[src/rtl/div_pkg.sv]
// ----------------------------------------------------------------------------
// div_pkg
// Shared definitions for the sequential divider.
//   DIV_STATE_W : width of the divider FSM state encoding
//   div_state_e : divider FSM states (IDLE, CALC, FIX, DONE)
// ----------------------------------------------------------------------------
package div_pkg;

    localparam int DIV_STATE_W = 2;

    typedef enum logic [DIV_STATE_W-1:0] {
        IDLE = 2'd0,  // waiting for start
        CALC = 2'd1,  // one restoring step per clock
        FIX  = 2'd2,  // sign fix-up and result write
        DONE = 2'd3   // one-cycle done pulse
    } div_state_e;

endpackage : div_pkg

[src/rtl/div_abs_neg.sv]
// ----------------------------------------------------------------------------
// div_abs_neg
// Combinational conditional two's-complement negation. It is used both to
// take operand magnitudes and to restore result signs.
//   value_i  [WIDTH-1:0] : input value
//   negate_i             : 1 = output -value_i, 0 = output value_i
//   value_o  [WIDTH-1:0] : result
// ----------------------------------------------------------------------------
module div_abs_neg #(
    parameter int WIDTH = 32
) (
    input  logic [WIDTH-1:0] value_i,
    input  logic             negate_i,
    output logic [WIDTH-1:0] value_o
);

    // The most negative value maps to itself. Read as unsigned, that is still
    // the correct magnitude.
    assign value_o = negate_i ? ((~value_i) + WIDTH'(1)) : value_i;

endmodule : div_abs_neg

[src/rtl/seq_divider.sv]
// ----------------------------------------------------------------------------
// seq_divider
// Multi-cycle restoring divider (signed or unsigned) with a start/busy/done
// handshake, divide-by-zero detection and defined overflow results.
//
// Optional feature macro: DIV_EARLY_ZERO_EN
//   When defined, a divide with |dividend| < |divisor| completes at the
//   accepting edge with quotient 0 and remainder = dividend.
//
// Ports
//   clk          : clock, rising edge
//   reset        : asynchronous active-high reset
//   start        : request; only sampled in IDLE
//   op_signed    : 1 = two's-complement divide, 0 = unsigned (sampled with start)
//   dividend     : [WIDTH-1:0] sampled with start
//   divisor      : [WIDTH-1:0] sampled with start
//   busy         : high whenever the FSM is not in IDLE
//   done         : one-cycle pulse; results valid from this cycle on
//   quotient     : [WIDTH-1:0] held until the next result write
//   remainder    : [WIDTH-1:0] held until the next result write
//   dataOut      : [2*WIDTH-1:0] {remainder, quotient}
//   div_by_zero  : set with done when the divisor was zero
// ----------------------------------------------------------------------------
module seq_divider
    import div_pkg::*;
#(
    parameter int WIDTH = 32
) (
    input  logic               clk,
    input  logic               reset,
    input  logic               start,
    input  logic               op_signed,
    input  logic [WIDTH-1:0]   dividend,
    input  logic [WIDTH-1:0]   divisor,
    output logic               busy,
    output logic               done,
    output logic [WIDTH-1:0]   quotient,
    output logic [WIDTH-1:0]   remainder,
    output logic [2*WIDTH-1:0] dataOut,
    output logic               div_by_zero
);

    localparam int CNT_W = $clog2(WIDTH + 1);

    div_state_e         state_q, state_d;
    logic [CNT_W-1:0]   cnt_q, cnt_d;
    // The upper half holds the partial remainder and the lower half holds the
    // dividend bits being shifted out. Quotient bits shift into the lower half.
    logic [2*WIDTH-1:0] work_q, work_d;
    logic [WIDTH-1:0]   dvs_q, dvs_d;
    logic               neg_quo_q, neg_quo_d;
    logic               neg_rem_q, neg_rem_d;
    logic [WIDTH-1:0]   quo_q, quo_d;
    logic [WIDTH-1:0]   rem_q, rem_d;
    logic               dbz_q, dbz_d;

    logic [WIDTH-1:0]   abs_dvd, abs_dvs;
    logic [WIDTH-1:0]   fix_quo, fix_rem;
    logic [WIDTH:0]     trial;

    // Operand magnitudes. Negation happens only for signed, negative operands.
    div_abs_neg #(.WIDTH(WIDTH)) u_abs_dvd (
        .value_i  (dividend),
        .negate_i (op_signed & dividend[WIDTH-1]),
        .value_o  (abs_dvd)
    );

    div_abs_neg #(.WIDTH(WIDTH)) u_abs_dvs (
        .value_i  (divisor),
        .negate_i (op_signed & divisor[WIDTH-1]),
        .value_o  (abs_dvs)
    );

    // Result sign fix-up, applied in FIX.
    div_abs_neg #(.WIDTH(WIDTH)) u_fix_quo (
        .value_i  (work_q[WIDTH-1:0]),
        .negate_i (neg_quo_q),
        .value_o  (fix_quo)
    );

    div_abs_neg #(.WIDTH(WIDTH)) u_fix_rem (
        .value_i  (work_q[2*WIDTH-1:WIDTH]),
        .negate_i (neg_rem_q),
        .value_o  (fix_rem)
    );

    // The shifted partial remainder is WIDTH+1 bits wide. The bit shifted out
    // of the upper half is kept, so a divisor near 2^WIDTH-1 cannot overflow.
    assign trial = work_q[2*WIDTH-1:WIDTH-1] - {1'b0, dvs_q};

    // NOTE: every variable gets its hold value before the case statement, so
    // a path that does not assign a variable cannot infer a latch.
    always_comb begin
        state_d   = state_q;
        cnt_d     = cnt_q;
        work_d    = work_q;
        dvs_d     = dvs_q;
        neg_quo_d = neg_quo_q;
        neg_rem_d = neg_rem_q;
        quo_d     = quo_q;
        rem_d     = rem_q;
        dbz_d     = dbz_q;

        unique case (state_q)
            IDLE: begin
                if (start) begin
                    neg_quo_d = op_signed & (dividend[WIDTH-1] ^ divisor[WIDTH-1]);
                    neg_rem_d = op_signed & dividend[WIDTH-1];
                    work_d    = {{WIDTH{1'b0}}, abs_dvd};
                    dvs_d     = abs_dvs;
                    cnt_d     = '0;
                    if (divisor == '0) begin
                        quo_d   = '1;
                        rem_d   = dividend;
                        dbz_d   = 1'b1;
                        state_d = DONE;
                    end
`ifdef DIV_EARLY_ZERO_EN
                    else if (abs_dvd < abs_dvs) begin
                        quo_d   = '0;
                        rem_d   = dividend;
                        dbz_d   = 1'b0;
                        state_d = DONE;
                    end
`endif
                    else begin
                        dbz_d   = 1'b0;
                        state_d = CALC;
                    end
                end
            end

            CALC: begin
                if (!trial[WIDTH]) begin
                    work_d = {trial[WIDTH-1:0], work_q[WIDTH-2:0], 1'b1};
                end else begin
                    work_d = {work_q[2*WIDTH-2:0], 1'b0};
                end
                cnt_d = cnt_q + CNT_W'(1);
                if (cnt_q == CNT_W'(WIDTH - 1)) begin
                    state_d = FIX;
                end
            end

            FIX: begin
                quo_d   = fix_quo;
                rem_d   = fix_rem;
                state_d = DONE;
            end

            DONE: begin
                state_d = IDLE;
            end

            default: begin
                state_d = IDLE;
            end
        endcase
    end

    // NOTE: sequential state uses non-blocking assignments only. Every
    // register in this block reads the values from before the clock edge.
    always_ff @(posedge clk or posedge reset) begin
        if (reset) begin
            state_q   <= IDLE;
            cnt_q     <= '0;
            work_q    <= '0;
            dvs_q     <= '0;
            neg_quo_q <= 1'b0;
            neg_rem_q <= 1'b0;
            quo_q     <= '0;
            rem_q     <= '0;
            dbz_q     <= 1'b0;
        end else begin
            state_q   <= state_d;
            cnt_q     <= cnt_d;
            work_q    <= work_d;
            dvs_q     <= dvs_d;
            neg_quo_q <= neg_quo_d;
            neg_rem_q <= neg_rem_d;
            quo_q     <= quo_d;
            rem_q     <= rem_d;
            dbz_q     <= dbz_d;
        end
    end

    // busy and done are decoded from the state only. Because of this, an
    // asynchronous reset clears both at once.
    assign busy        = (state_q != IDLE);
    assign done        = (state_q == DONE);
    assign quotient    = quo_q;
    assign remainder   = rem_q;
    assign dataOut     = {rem_q, quo_q};
    assign div_by_zero = dbz_q;

endmodule : seq_divider

[config.mk]
export PLATFORM = sky130hd
export DESIGN_NAME = seq_divider
export DESIGN_NICKNAME = d
export VERILOG_FILES = /design/src/rtl/div_pkg.sv /design/src/rtl/div_abs_neg.sv /design/src/rtl/seq_divider.sv
export SDC_FILE = /design/constraint.sdc
export NUM_CORES = 1
export LEC_CHECK = 0
export BUFFER_PORTS_ARGS = -buffer_cell sky130_fd_sc_hd__buf_2
export CORE_ASPECT_RATIO = 0.6
export CORE_MARGIN = 1
export CORE_UTILIZATION = 55
export CTS_CLUSTER_DIAMETER = 200
export DETAILED_ROUTE_END_ITERATION = 8
export PLACE_DENSITY_LB_ADDON = 0.25
export SETUP_SLACK_MARGIN = 0.1
export SLEW_MARGIN = 20
export SYNTH_ARGS = -nofsm -noshare
export SYNTH_HDL_FRONTEND = slang
export SYNTH_SLANG_ARGS = --single-unit
[constraint.sdc]
create_clock -name clk -period 5.7 [get_ports clk]
set_input_delay 0.57 -clock clk [delete_from_list [all_inputs] [get_ports clk]]
set_output_delay 0.57 -clock clk [all_outputs]
set_load 0.05 [all_outputs]
==> results.md, run 1 <==
- Number of antenna-violating nets in the routed design: 0
- Timing startpoint of the critical path: work_q[31]
- Number of unique standard cell types used by synthesis: 70
- Final worst path period share: 67.5%
- Worst max-slew margin expressed relative to the limit: 27.8%
- Number of buffer and inverter stages on the critical path: 2
- Worst Path Arrival: 4.17 ns
- Util after Layout: 62.9%
- Post-Syn Instances: 1505
- IO Count: 199
- Vias in the first global route: 10090
- Setup repair after global routing missed its margin: no
- Core box area: 21300 sq um
- Yosys warns: 0
- Clock skew after layout: 0.00753 ns
- Wire length of the first global-routing pass: 53.0 mm
- Cell at the root of the clock tree: sky130_fd_sc_hd__clkbuf_16
- Mapped Avg Cell Area: 8.08 sq um
- Layout Nets: 1705
- Largest net degree at the start of global routing: 83
- Number of buffers inserted by hold repair at cts: 0
- Worst skew pair latency: 0.44 ns
- Top cells by area, synth: sky130_fd_sc_hd__dfrtp_1 35%, sky130_fd_sc_hd__nand2_1 7.5%, sky130_fd_sc_hd__xor2_1 6.9%
- Final HPWL from detailed placement: 24.3 mm
- Chip Height: 117 microns
- CTS Buffer Depth: 2
- Family of cells with the greatest summed delay on the critical path: compound AO/OA/AOI/OAI gates
- R2r startpoint: work_q[31]
- Residual DRC: 0
- Antenna diode count: 0
- Sequential element share of the synthesized area: 35.2%
- Clock tree from TritonCTS: done
- Cell type with the highest occurrence count on the critical path: sky130_fd_sc_hd__a21oi_1
- Slowest cell on the critical path: sky130_fd_sc_hd__o311ai_1
- Cell area after technology mapping: 12200 sq um
- Number of buffers inserted by post-CTS setup repair: 0
- Delay of the slowest cell on the worst path: 0.45 ns
- Synth top area share: 35.2%
- Die Footprint: 22700 sq um
- Hold Fails Final Rpt: 0
- Number of max-capacitance violations reported: 0
- Number of port buffers: 198
- Post-cts resize count: 0
- Final setup violating endpoints: 0
- Horiz. Die Dim: 194 microns
- Worst Setup Start Kind: flip-flop
- Most common library cell in the layout ignoring fill and taps: sky130_fd_sc_hd__nand2_1
- Overflow left after global routing: 0
- Minimum clock period after layout: 3.84 ns
- Starting Density: 57.0%
- First drt pass iteration count: 5
- Cell taking the most area after synthesis: sky130_fd_sc_hd__dfrtp_1
- Fillcell total: 1907
- Aggregate negative setup slack: 0 ns
- Number of levels in the clock H-tree: 4
- Final Instance Area: 13400 sq um
- Clock edge transition at the registers on the reported setup and hold paths: 0.07 ns
- Global-route usage over all layers: 29.5%
- Layout cell share with drive strength beyond 1: 17.0%
- First-iteration detailed-routing DRC count: 1008
- Antenna violations before repair: 0
- Placed cell area: 12800 sq um
- TritonCTS sink count: 171
- Number of enable-type register cells in the synthesized netlist: 0
- Share of flip-flops with an asynchronous set or reset after synthesis: 100%
- Flop and latch count out of synthesis: 171
- Status: completed
- Max FO, Critical Path: 34
- Via count: 11269
- Final routed wire length divided by cell count: 17.6 microns
- Global placer's final weighted congestion: 0.921
- Routed wire length: 33.3 mm
- Achievable Freq: 260 MHz
- Type of the worst setup path: reg2reg
- Endpoint kind of the worst setup timing path: flip-flop
- Post-synth net total: 1615
- Critical path data required time: 6.02 ns
- Main synth FF type: sky130_fd_sc_hd__dfrtp_1
- Row cnt: 41
- Cells along the critical path: inv_1, ha_1, fa_1, nand2b_1, a21oi_1, o21ai_0, o31a_1, o311ai_1, and4_1, or4_1, buf_4, a21oi_1, a221o_1
- Synth-to-layout area growth: 10.4%
- Most frequent cells in the layout: 243 x sky130_fd_sc_hd__nand2_1, 198 x sky130_fd_sc_hd__buf_2, 171 x sky130_fd_sc_hd__dfrtp_1
- Slew at the pin closest to its max-slew limit: 1.08 ns
- Via-per-instance ratio: 5.97
- Final-report max-slew violation count: 0
- CTS Buf Count: 17
- Class of the most critical hold timing path: in2async
## layout make-up
cell class	count	area (sq um)	area share (%)
multi-input cells	1138	6900	51.4
flip-flops and latches	171	4280	31.9
repair buffers	213	1120	8.37
clock buffers	19	443	3.30
well taps	279	349	2.60
inverters	54	208	1.55
clock inverters	13	119	0.886
## synth_stat cells (3+ instances only)
master / instances
sky130_fd_sc_hd__o2111ai_1: 5
sky130_fd_sc_hd__nor4_1: 11
sky130_fd_sc_hd__o211ai_1: 32
sky130_fd_sc_hd__ha_1: 41
sky130_fd_sc_hd__or2_2: 4
sky130_fd_sc_hd__o21ai_0: 160
sky130_fd_sc_hd__inv_1: 53
sky130_fd_sc_hd__nor2b_1: 9
sky130_fd_sc_hd__o41ai_1: 12
sky130_fd_sc_hd__nor2_1: 109
sky130_fd_sc_hd__buf_2: 5
sky130_fd_sc_hd__buf_4: 67
sky130_fd_sc_hd__o31ai_1: 27
sky130_fd_sc_hd__or4_1: 13
sky130_fd_sc_hd__and4_1: 4
sky130_fd_sc_hd__a221o_1: 5
sky130_fd_sc_hd__or3_4: 3
sky130_fd_sc_hd__a211oi_1: 3
sky130_fd_sc_hd__o21ai_1: 19
sky130_fd_sc_hd__nand4_1: 26
sky130_fd_sc_hd__and3_1: 8
sky130_fd_sc_hd__or4_4: 5
sky130_fd_sc_hd__dfrtp_1: 171
sky130_fd_sc_hd__nand2_1: 244
sky130_fd_sc_hd__or3_1: 20
sky130_fd_sc_hd__and2_1: 7
sky130_fd_sc_hd__mux2i_1: 11
sky130_fd_sc_hd__buf_6: 4
sky130_fd_sc_hd__a31oi_1: 23
sky130_fd_sc_hd__xor2_1: 96
sky130_fd_sc_hd__nand2b_1: 10
sky130_fd_sc_hd__xnor2_1: 44
sky130_fd_sc_hd__clkbuf_1: 60
sky130_fd_sc_hd__a21o_1: 12
sky130_fd_sc_hd__o21a_1: 6
sky130_fd_sc_hd__nand3_1: 12
sky130_fd_sc_hd__nor3_1: 13
sky130_fd_sc_hd__buf_1: 6
sky130_fd_sc_hd__a21oi_1: 108
## cell families after synthesis
| kind of cell | share of synthesized area [%] |
|---|---|
| mux | 0.906 |
| compound gates | 21.6 |
| fa+ha+maj | 4.38 |
| simple gates | 19.4 |
| buf+inv | 8.42 |
| xor+xnor | 10.1 |
| flops | 35.2 |
## worst paths after layout
kind                                to  cells past startpoint  slack, ns
hold reg to reg              dvs_q[22]                      2       0.48
setup reg to reg            work_q[35]                     13       1.86
max in group asynchronous    dvs_q[26]                      3       4.21
hold / removal             quotient[1]                      2       0.18
setup / recovery            work_q[35]                     13       1.86
min in group clk             dvs_q[21]                      3       0.42
## layer usage
layer  global-route usage [%]  share of wire, %  vias up
met1                     45.8                49     5375
li1                         -                 -     5401
met2                     42.7                42      469
met3                     5.50               8.4       24
met5                        0                 0        -
met4                     5.40              0.68        0
## registers in the layout, indices dropped and copies added, names as in the netlist
| signal | cells |
|---|---|
| quotient | 32 |
| remainder | 32 |
| cnt_q | 6 |
| work_q | 64 |
| state_q | 2 |
| dvs_q | 32 |
| neg_rem_q | 1 |
| div_by_zero | 1 |
| neg_quo_q | 1 |
## stage by stage
step	setup slack [ns]	hold WS, ns	cells
after global placement	1.79	0.466	1854
after global routing	1.64	0.221	1887
after CTS	1.94	0.197	1886
after floorplan	0.498	0.450	1505
final	1.86	0.184	1887
after detailed placement	1.70	0.470	1854
Power of run 1 is not shown: default switching activity piles up to over one toggle a cycle in this logic, so the estimate is an artifact.
==> inputs of run 2 (changes only) <==
Settings changed: CORE_UTILIZATION 55 to 52.
Clock period 5.7 ns to 3.29 ns, I/O delays scaled along.
==> run 2 against run 1 <==
Net effect: the run now ends with negative setup slack left; first-iteration DRC count increased by 27%; global-route usage increased by 1.1 points; final cell count increased by 7.2%; fmax increased by 17%; die area increased by 5.7%; final area increased by 10%; non-clock buffer count increased by 106; utilization increased by 2.8 points; highest routed layer unchanged; clock skew decreased by 0.00051 ns.
==> results.md, run 2 (synthesis gave the netlist of run 1 again) <==
- Synth-to-layout area growth: 21.5% (was 10.4%)
- IO Count: 199 (unchanged)
- Final routed wire length divided by cell count: 18.3 microns (was 17.6 microns)
- Family of cells with the greatest summed delay on the critical path: compound AO/OA/AOI/OAI gates (unchanged)
- Slowest cell on the critical path: sky130_fd_sc_hd__dfrtp_1 (was sky130_fd_sc_hd__o311ai_1)
- Number of buffer and inverter stages on the critical path: 3 (was 2)
- Cells along the critical path: ha_4, fa_2, nand2b_4, a21oi_4, o21ai_2, buf_4, o31a_1, o311ai_4, and4_4, or4_4, and2_4, buf_12, clkbuf_16, o211ai_1 (was inv_1, ha_1, fa_1, nand2b_1, a21oi_1, o21ai_0, o31a_1, o311ai_1, and4_1, or4_1, buf_4, a21oi_1, a221o_1)
- First drt pass iteration count: 5 (unchanged)
- Horiz. Die Dim: 199 microns (was 194 microns)
- Class of the most critical hold timing path: in2async (unchanged)
- Setup repair after global routing missed its margin: yes (was no)
- Vias in the first global route: 10931 (was 10090)
- Clock skew after layout: 0.00702 ns (was 0.00753 ns)
- Layout cell share with drive strength beyond 1: 24.6% (was 17.0%)
- Area taken by multi-input logic gates: 7220 sq um (was 6900 sq um)
- Worst Setup Start Kind: flip-flop (unchanged)
- # placed instances: 1971 (was 1854)
- Routed wire length: 36.9 mm (was 33.3 mm)
- Slew at the pin closest to its max-slew limit: 1.01 ns (was 1.08 ns)
- Overflow left after global routing: 0 (unchanged)
- Dpl ws: -0.117 ns (was 1.70 ns)
- Violations in the final reports: negative setup slack
- Worst Path Arrival: 3.61 ns (was 4.17 ns)
- Combined flip-flop and latch cell area: 4280 sq um (about the same)
- Achievable Freq: 304 MHz (was 260 MHz)
- Core box area: 22500 sq um (was 21300 sq um)
- Status: finished, violations left (was completed)
- Via-per-instance ratio: 5.89 (was 5.97)
- First-iteration detailed-routing DRC count: 1279 (was 1008)
- Row cnt: 42 (was 41)
- Residual DRC: 0 (unchanged)
- Critical path data required time: 3.61 ns (was 6.02 ns)
- Fin cells: 2022 (was 1887)
- Most frequent cells in the layout: 242 x sky130_fd_sc_hd__nand2_1, 198 x sky130_fd_sc_hd__buf_2, 169 x sky130_fd_sc_hd__dfrtp_1 (was 243 x sky130_fd_sc_hd__nand2_1, 198 x sky130_fd_sc_hd__buf_2, 171 x sky130_fd_sc_hd__dfrtp_1)
- Worst max-slew margin expressed relative to the limit: 31.9% (was 27.8%)
- Die Footprint: 24000 sq um (was 22700 sq um)
- Chip Height: 120 microns (was 117 microns)
- Via count: 11916 (was 11269)
- Starting Density: 54.0% (was 57.0%)
- Most common library cell in the layout ignoring fill and taps: sky130_fd_sc_hd__nand2_1 (unchanged)
- Clock tree from TritonCTS: done (unchanged)
- TritonCTS sink count: 171 (unchanged)
- Number of flip-flops under the largest register name: 64 (unchanged)
- Endpoint kind of the worst setup timing path: flip-flop (unchanged)
- FF-to-FF setup slack: -0.004 ns (was 1.86 ns)
- Aggregate negative setup slack: -0.00436 ns (was 0 ns)
- Type of the worst setup path: reg2reg (unchanged)
- Post-route worst setup slack: -0.00377 ns (was 1.86 ns)
- Cell at the root of the clock tree: sky130_fd_sc_hd__clkbuf_16 (unchanged)
- Max FO, Critical Path: 5 (was 34)
- Largest net degree at the start of global routing: 108 (was 83)
- CTS Buf Count: 17 (unchanged)
- Number of max-capacitance violations reported: 0 (unchanged)
- CTS Buffer Depth: 2 (unchanged)
- Final-report max-slew violation count: 0 (unchanged)
- Number of levels in the clock H-tree: 4 (unchanged)
- Number of antenna-violating nets in the routed design: 0 (unchanged)
- Number of buffers inserted by hold repair at cts: 0 (unchanged)
- Minimum clock period after layout: 3.29 ns (was 3.84 ns)
- Wire length of the first global-routing pass: 57.5 mm (was 53.0 mm)
- Layout Nets: 1811 (was 1705)
- Global placer's final weighted congestion: 0.929 (was 0.921)
- Clock edge transition at the registers on the reported setup and hold paths: 0.07 ns (about the same)
- Hold Fails Final Rpt: 0 (unchanged)
- Final worst path period share: 100% (was 67.5%)
- Final HPWL from detailed placement: 26.1 mm (was 24.3 mm)
- Delay of the slowest cell on the worst path: 0.41 ns (was 0.45 ns)
- Largest Register: work_q (unchanged)
- Number of port buffers: 198 (unchanged)
- Final setup violating endpoints: 3 (was 0)
- Global-route usage over all layers: 30.6% (was 29.5%)
- Antenna violations before repair: 1 (was 0)
- Worst skew pair latency: 0.44 ns (about the same)
- Fillcell total: 1960 (was 1907)
-- run 2: area by class of cell --
| class | count | share of cell area [%] |
|---|---|---|
| diodes | 2 | 0.0339 |
| clock buffers | 22 | 3.07 |
| clock inverters | 8 | 0.491 |
| inverters | 54 | 1.40 |
| multi-input cells | 1138 | 48.9 |
| flip-flops and latches | 171 | 29.0 |
| well taps | 308 | 2.61 |
| repair buffers | 319 | 14.6 |
-- run 2: timing repair --
action,4_1_cts,5_1_grt
pin swaps,6,45
resized for setup,18,64
endpoints found under the setup margin,40,50
buffers inserted,7,8
cloned,1,4
-- run 2: per-stage QoR --
stage,hold WS (ns),utilization (%),cell area [sq um]
finish,0.00676,65.7,14800
global route,0.0378,65.7,14800
CTS,0.0238,63.4,14300
detailed placement,0.470,60.6,13600
global placement,0.465,60.6,13600
floorplan,0.450,-,12200
-- run 2: path summary, 6_finish.rpt --
path | to | cells after the start | startpoint
setup / recovery | work_q[54] | 14 | dvs_q[0]
hold / removal | quotient[7] | 3 | reset
min in group clk | dvs_q[21] | 3 | divisor[21]
hold reg to reg | dvs_q[5] | 2 | dvs_q[5]
setup reg to reg | work_q[54] | 14 | dvs_q[0]
max in group asynchronous | neg_quo_q | 3 | reset
-- run 2: worst reg2reg max path, cell delays in order (launching register included) --
cell	delay, ns
sky130_fd_sc_hd__dfrtp_1	0.41
sky130_fd_sc_hd__ha_4	0.18
sky130_fd_sc_hd__fa_2	0.37
sky130_fd_sc_hd__nand2b_4	0.17
sky130_fd_sc_hd__a21oi_4	0.17
sky130_fd_sc_hd__o21ai_2	0.07
sky130_fd_sc_hd__buf_4	0.14
sky130_fd_sc_hd__o31a_1	0.33
sky130_fd_sc_hd__o311ai_4	0.31
sky130_fd_sc_hd__and4_4	0.28
sky130_fd_sc_hd__or4_4	0.15
sky130_fd_sc_hd__and2_4	0.21
sky130_fd_sc_hd__buf_12	0.15
sky130_fd_sc_hd__clkbuf_16	0.14
sky130_fd_sc_hd__o211ai_1	0.09
-- run 2: per-layer routing --
metal	vias up	wire (microns)	GRT usage, %
li1	5606	-	-
met1	5715	17500	47.3
met2	553	15400	43.2
met3	42	3470	5.77
met4	0	543	7.97
met5	-	0	0
Power of run 2 is left out for the same reason.
==> inputs of run 3 (changes only) <==
Settings changed: CORE_ASPECT_RATIO 0.6 to 0.8.
Clock period 3.29 ns to 2.8 ns, I/O delays scaled along.
==> run 3 against run 2 <==
Net effect: the flow still finishes with violations (negative setup slack); final area rose by 7.3%; sequential share of layout area fell by 2.0 points; fmax rose by 6.4%; worst setup slack got worse by 0.29 ns; clock skew rose by 0.0031 ns; die area barely moved; first-iteration DRC count rose by 15%; highest routed layer unchanged; wire length rose by 4.9%.
==> results.md, run 3 (synthesis gave the netlist of run 1 again) <==
- Overflow left after global routing: 0 (unchanged)
- Number of antenna-violating nets in the routed design: 0 (unchanged)
- Slowest cell on the critical path: sky130_fd_sc_hd__or4_4 (was sky130_fd_sc_hd__dfrtp_1)
- Layout Nets: 1899 (was 1811)
- Cell type with the highest occurrence count on the critical path: sky130_fd_sc_hd__or4_4
- R2r startpoint: work_q[3] (was dvs_q[0])
- Antenna diode count: 0 (was 2)
- Highest metal layer with signal wires: met4 (unchanged)
- Worst skew pair latency: 0.44 ns (about the same)
- Most common library cell in the layout ignoring fill and taps: sky130_fd_sc_hd__nand2_1 (unchanged)
- IO Count: 199 (unchanged)
- Worst Setup Start Kind: flip-flop (unchanged)
- Critical path data required time: 3.13 ns (was 3.61 ns)
- Delay of the slowest cell on the worst path: 0.57 ns (was 0.41 ns)
- Global-route usage over all layers: 31.9% (was 30.6%)
- Via count: 12428 (was 11916)
- Vias in the first global route: 11418 (was 10931)
- Timing startpoint of the critical path: work_q[3] (was dvs_q[0])
- Final setup violating endpoints: 61 (was 3)
- Number of levels in the clock H-tree: 4 (unchanged)
- Horiz. Die Dim: 173 microns (was 199 microns)
- Clock skew after layout: 0.0102 ns (was 0.00702 ns)
- Number of max-capacitance violations reported: 0 (unchanged)
- Status: finished, violations left (unchanged)
- Final worst path period share: 111% (was 100%)
- Util after Layout: 69.9% (was 65.7%)
- Final-report max-slew violation count: 0 (unchanged)
- CTS Buf Count: 17 (unchanged)
- Worst Path Arrival: 3.43 ns (was 3.61 ns)
- Clock tree from TritonCTS: done (unchanged)
- First-iteration detailed-routing DRC count: 1474 (was 1279)
- CTS Buffer Depth: 2 (unchanged)
- Die Footprint: 24000 sq um (about the same)
- Setup repair after global routing missed its margin: yes (unchanged)
- Residual DRC: 0 (unchanged)
- Final routed wire length divided by cell count: 18.4 microns (was 18.3 microns)
- Hold Fails Final Rpt: 0 (unchanged)
- Max FO, Critical Path: 4 (was 5)
- TritonCTS sink count: 171 (unchanged)
- Row cnt: 49 (was 42)
- Largest net degree at the start of global routing: 87 (was 108)
- Chip Height: 139 microns (was 120 microns)
- Final HPWL from detailed placement: 27.8 mm (was 26.1 mm)
- Amount of wire on met3 after detailed routing: 3.69 mm (was 3.47 mm)
- Layout cell share with drive strength beyond 1: 31.5% (was 24.6%)
- Fillcell total: 1769 (was 1960)
- Routed wire length: 38.7 mm (was 36.9 mm)
- Synth-to-layout area growth: 30.4% (was 21.5%)
- Achievable Freq: 323 MHz (was 304 MHz)
- Post-route worst setup slack: -0.295 ns (was -0.00377 ns)
- Slew at the pin closest to its max-slew limit: 0.826 ns (was 1.01 ns)
- Number of port buffers: 198 (unchanged)
- Antenna violations before repair: 0 (was 1)
- First drt pass iteration count: 6 (was 5)
- Worst max-slew margin expressed relative to the limit: 44.9% (was 31.9%)
- Cells along the critical path: or4_4, or4_4, or3_4, or4_4, nand2b_4, o31ai_4, xnor2_2, a21oi_2 (was ha_4, fa_2, nand2b_4, a21oi_4, o21ai_2, buf_4, o31a_1, o311ai_4, and4_4, or4_4, and2_4, buf_12, clkbuf_16, o211ai_1)
- Routed wl met2: 17.1 mm (was 15.4 mm)
- Startpoint of the most critical hold path: divisor[21]
- Type of the worst setup path: reg2reg (unchanged)
- Largest Register: work_q (unchanged)
- Metal1 wirelength: 16.9 mm (was 17.5 mm)
- Wire length of the first global-routing pass: 61.0 mm (was 57.5 mm)
- Clock edge transition at the registers on the reported setup and hold paths: 0.07 ns (about the same)
- Violations in the final reports: negative setup slack (unchanged)
- Starting Density: 53.6% (was 54.0%)
- Number of flip-flops under the largest register name: 64 (unchanged)
- Cell at the root of the clock tree: sky130_fd_sc_hd__clkbuf_16 (unchanged)
- Global placer's final weighted congestion: 0.916 (was 0.929)
- Most frequent cells in the layout: 239 x sky130_fd_sc_hd__nand2_1, 198 x sky130_fd_sc_hd__buf_2, 180 x sky130_fd_sc_hd__buf_4 (was 242 x sky130_fd_sc_hd__nand2_1, 198 x sky130_fd_sc_hd__buf_2, 169 x sky130_fd_sc_hd__dfrtp_1)
- Endpoint kind of the worst setup timing path: flip-flop (unchanged)
- Minimum clock period after layout: 3.10 ns (was 3.29 ns)
- Class of the most critical hold timing path: in2reg (was in2async)
- Via-per-instance ratio: 5.90 (was 5.89)
- Core box area: 22700 sq um (was 22500 sq um)
## run 3: changes by cell type in the layout (fill, tap and decap cells not counted), moves of 6 or more
| cell | change |
|---|---|
| sky130_fd_sc_hd__o31ai_4 | +6 |
| sky130_fd_sc_hd__a21oi_1 | -6 |
| sky130_fd_sc_hd__o21ai_2 | +16 |
| sky130_fd_sc_hd__o21ai_0 | -32 |
| sky130_fd_sc_hd__o21ai_1 | +14 |
| sky130_fd_sc_hd__buf_4 | +88 |
## run 3: worst paths after layout
check / endpoint / slack (ns) / depth (start not counted)
max: quotient[31] / -0.30 / 8
max in group asynchronous: dvs_q[5] / 1.84 / 4
max reg2reg: quotient[31] / -0.30 / 8
min reg2reg: dvs_q[5] / 0.48 / 2
min in group asynchronous: work_q[60] / 0.52 / 4
min: dvs_q[21] / 0.14 / 3
## run 3: metal layers
layer | up-vias | track usage [%]
li1 | 5802 | -
met1 | 5896 | 45.2
met2 | 643 | 49.6
met3 | 87 | 6.50
met4 | 0 | 8.76
met5 | - | 0
## run 3: per-stage QoR
step	std cells	area [sq um]	setup TNS, ns	hold WS, ns	setup WS [ns]
finish	2108	15800	-11.77	0.136	-0.295
global route	2108	15800	-17.67	0.181	-0.386
CTS	2094	15500	-8.80	0.137	-0.262
detailed placement	2047	14400	-34.49	0.434	-0.396
global placement	2047	14400	-29.42	0.433	-0.320
floorplan	1505	12500	-6.60	0.416	-0.155
## run 3: critical path, delay by kind of cell (launching register included)
| family | cells | cell delay, ns |
|---|---|---|
| AOI/OAI and AO/OA | 2 | 0.32 |
| xor gates and xnor gates | 1 | 0.16 |
| DFF | 1 | 0.40 |
| and+or+nand+nor | 5 | 2.09 |
## run 3: cell type report
class | count | area (sq um) | area share [%]
Multi-Input combinational cell | 1140 | 7600 | 47.9
Sequential cell | 171 | 4280 | 27.0
Timing Repair Buffer | 405 | 2800 | 17.7
Clock buffer | 18 | 439 | 2.77
Tap cell | 306 | 383 | 2.42
Inverter | 54 | 206 | 1.30
Clock inverter | 14 | 138 | 0.869
## run 3: what timing repair did
action / in CTS / in global routing
endpoints found under the setup margin: 72 / 82
gates resized for setup: 93 / 40
setup buffers: 10 / 12
pin swaps: 38 / 25
hold endpoints to repair: 44 / 0
cloned: 4 / 2
hold buffers: 1 / 0
Power of run 3 is left out for the same reason.
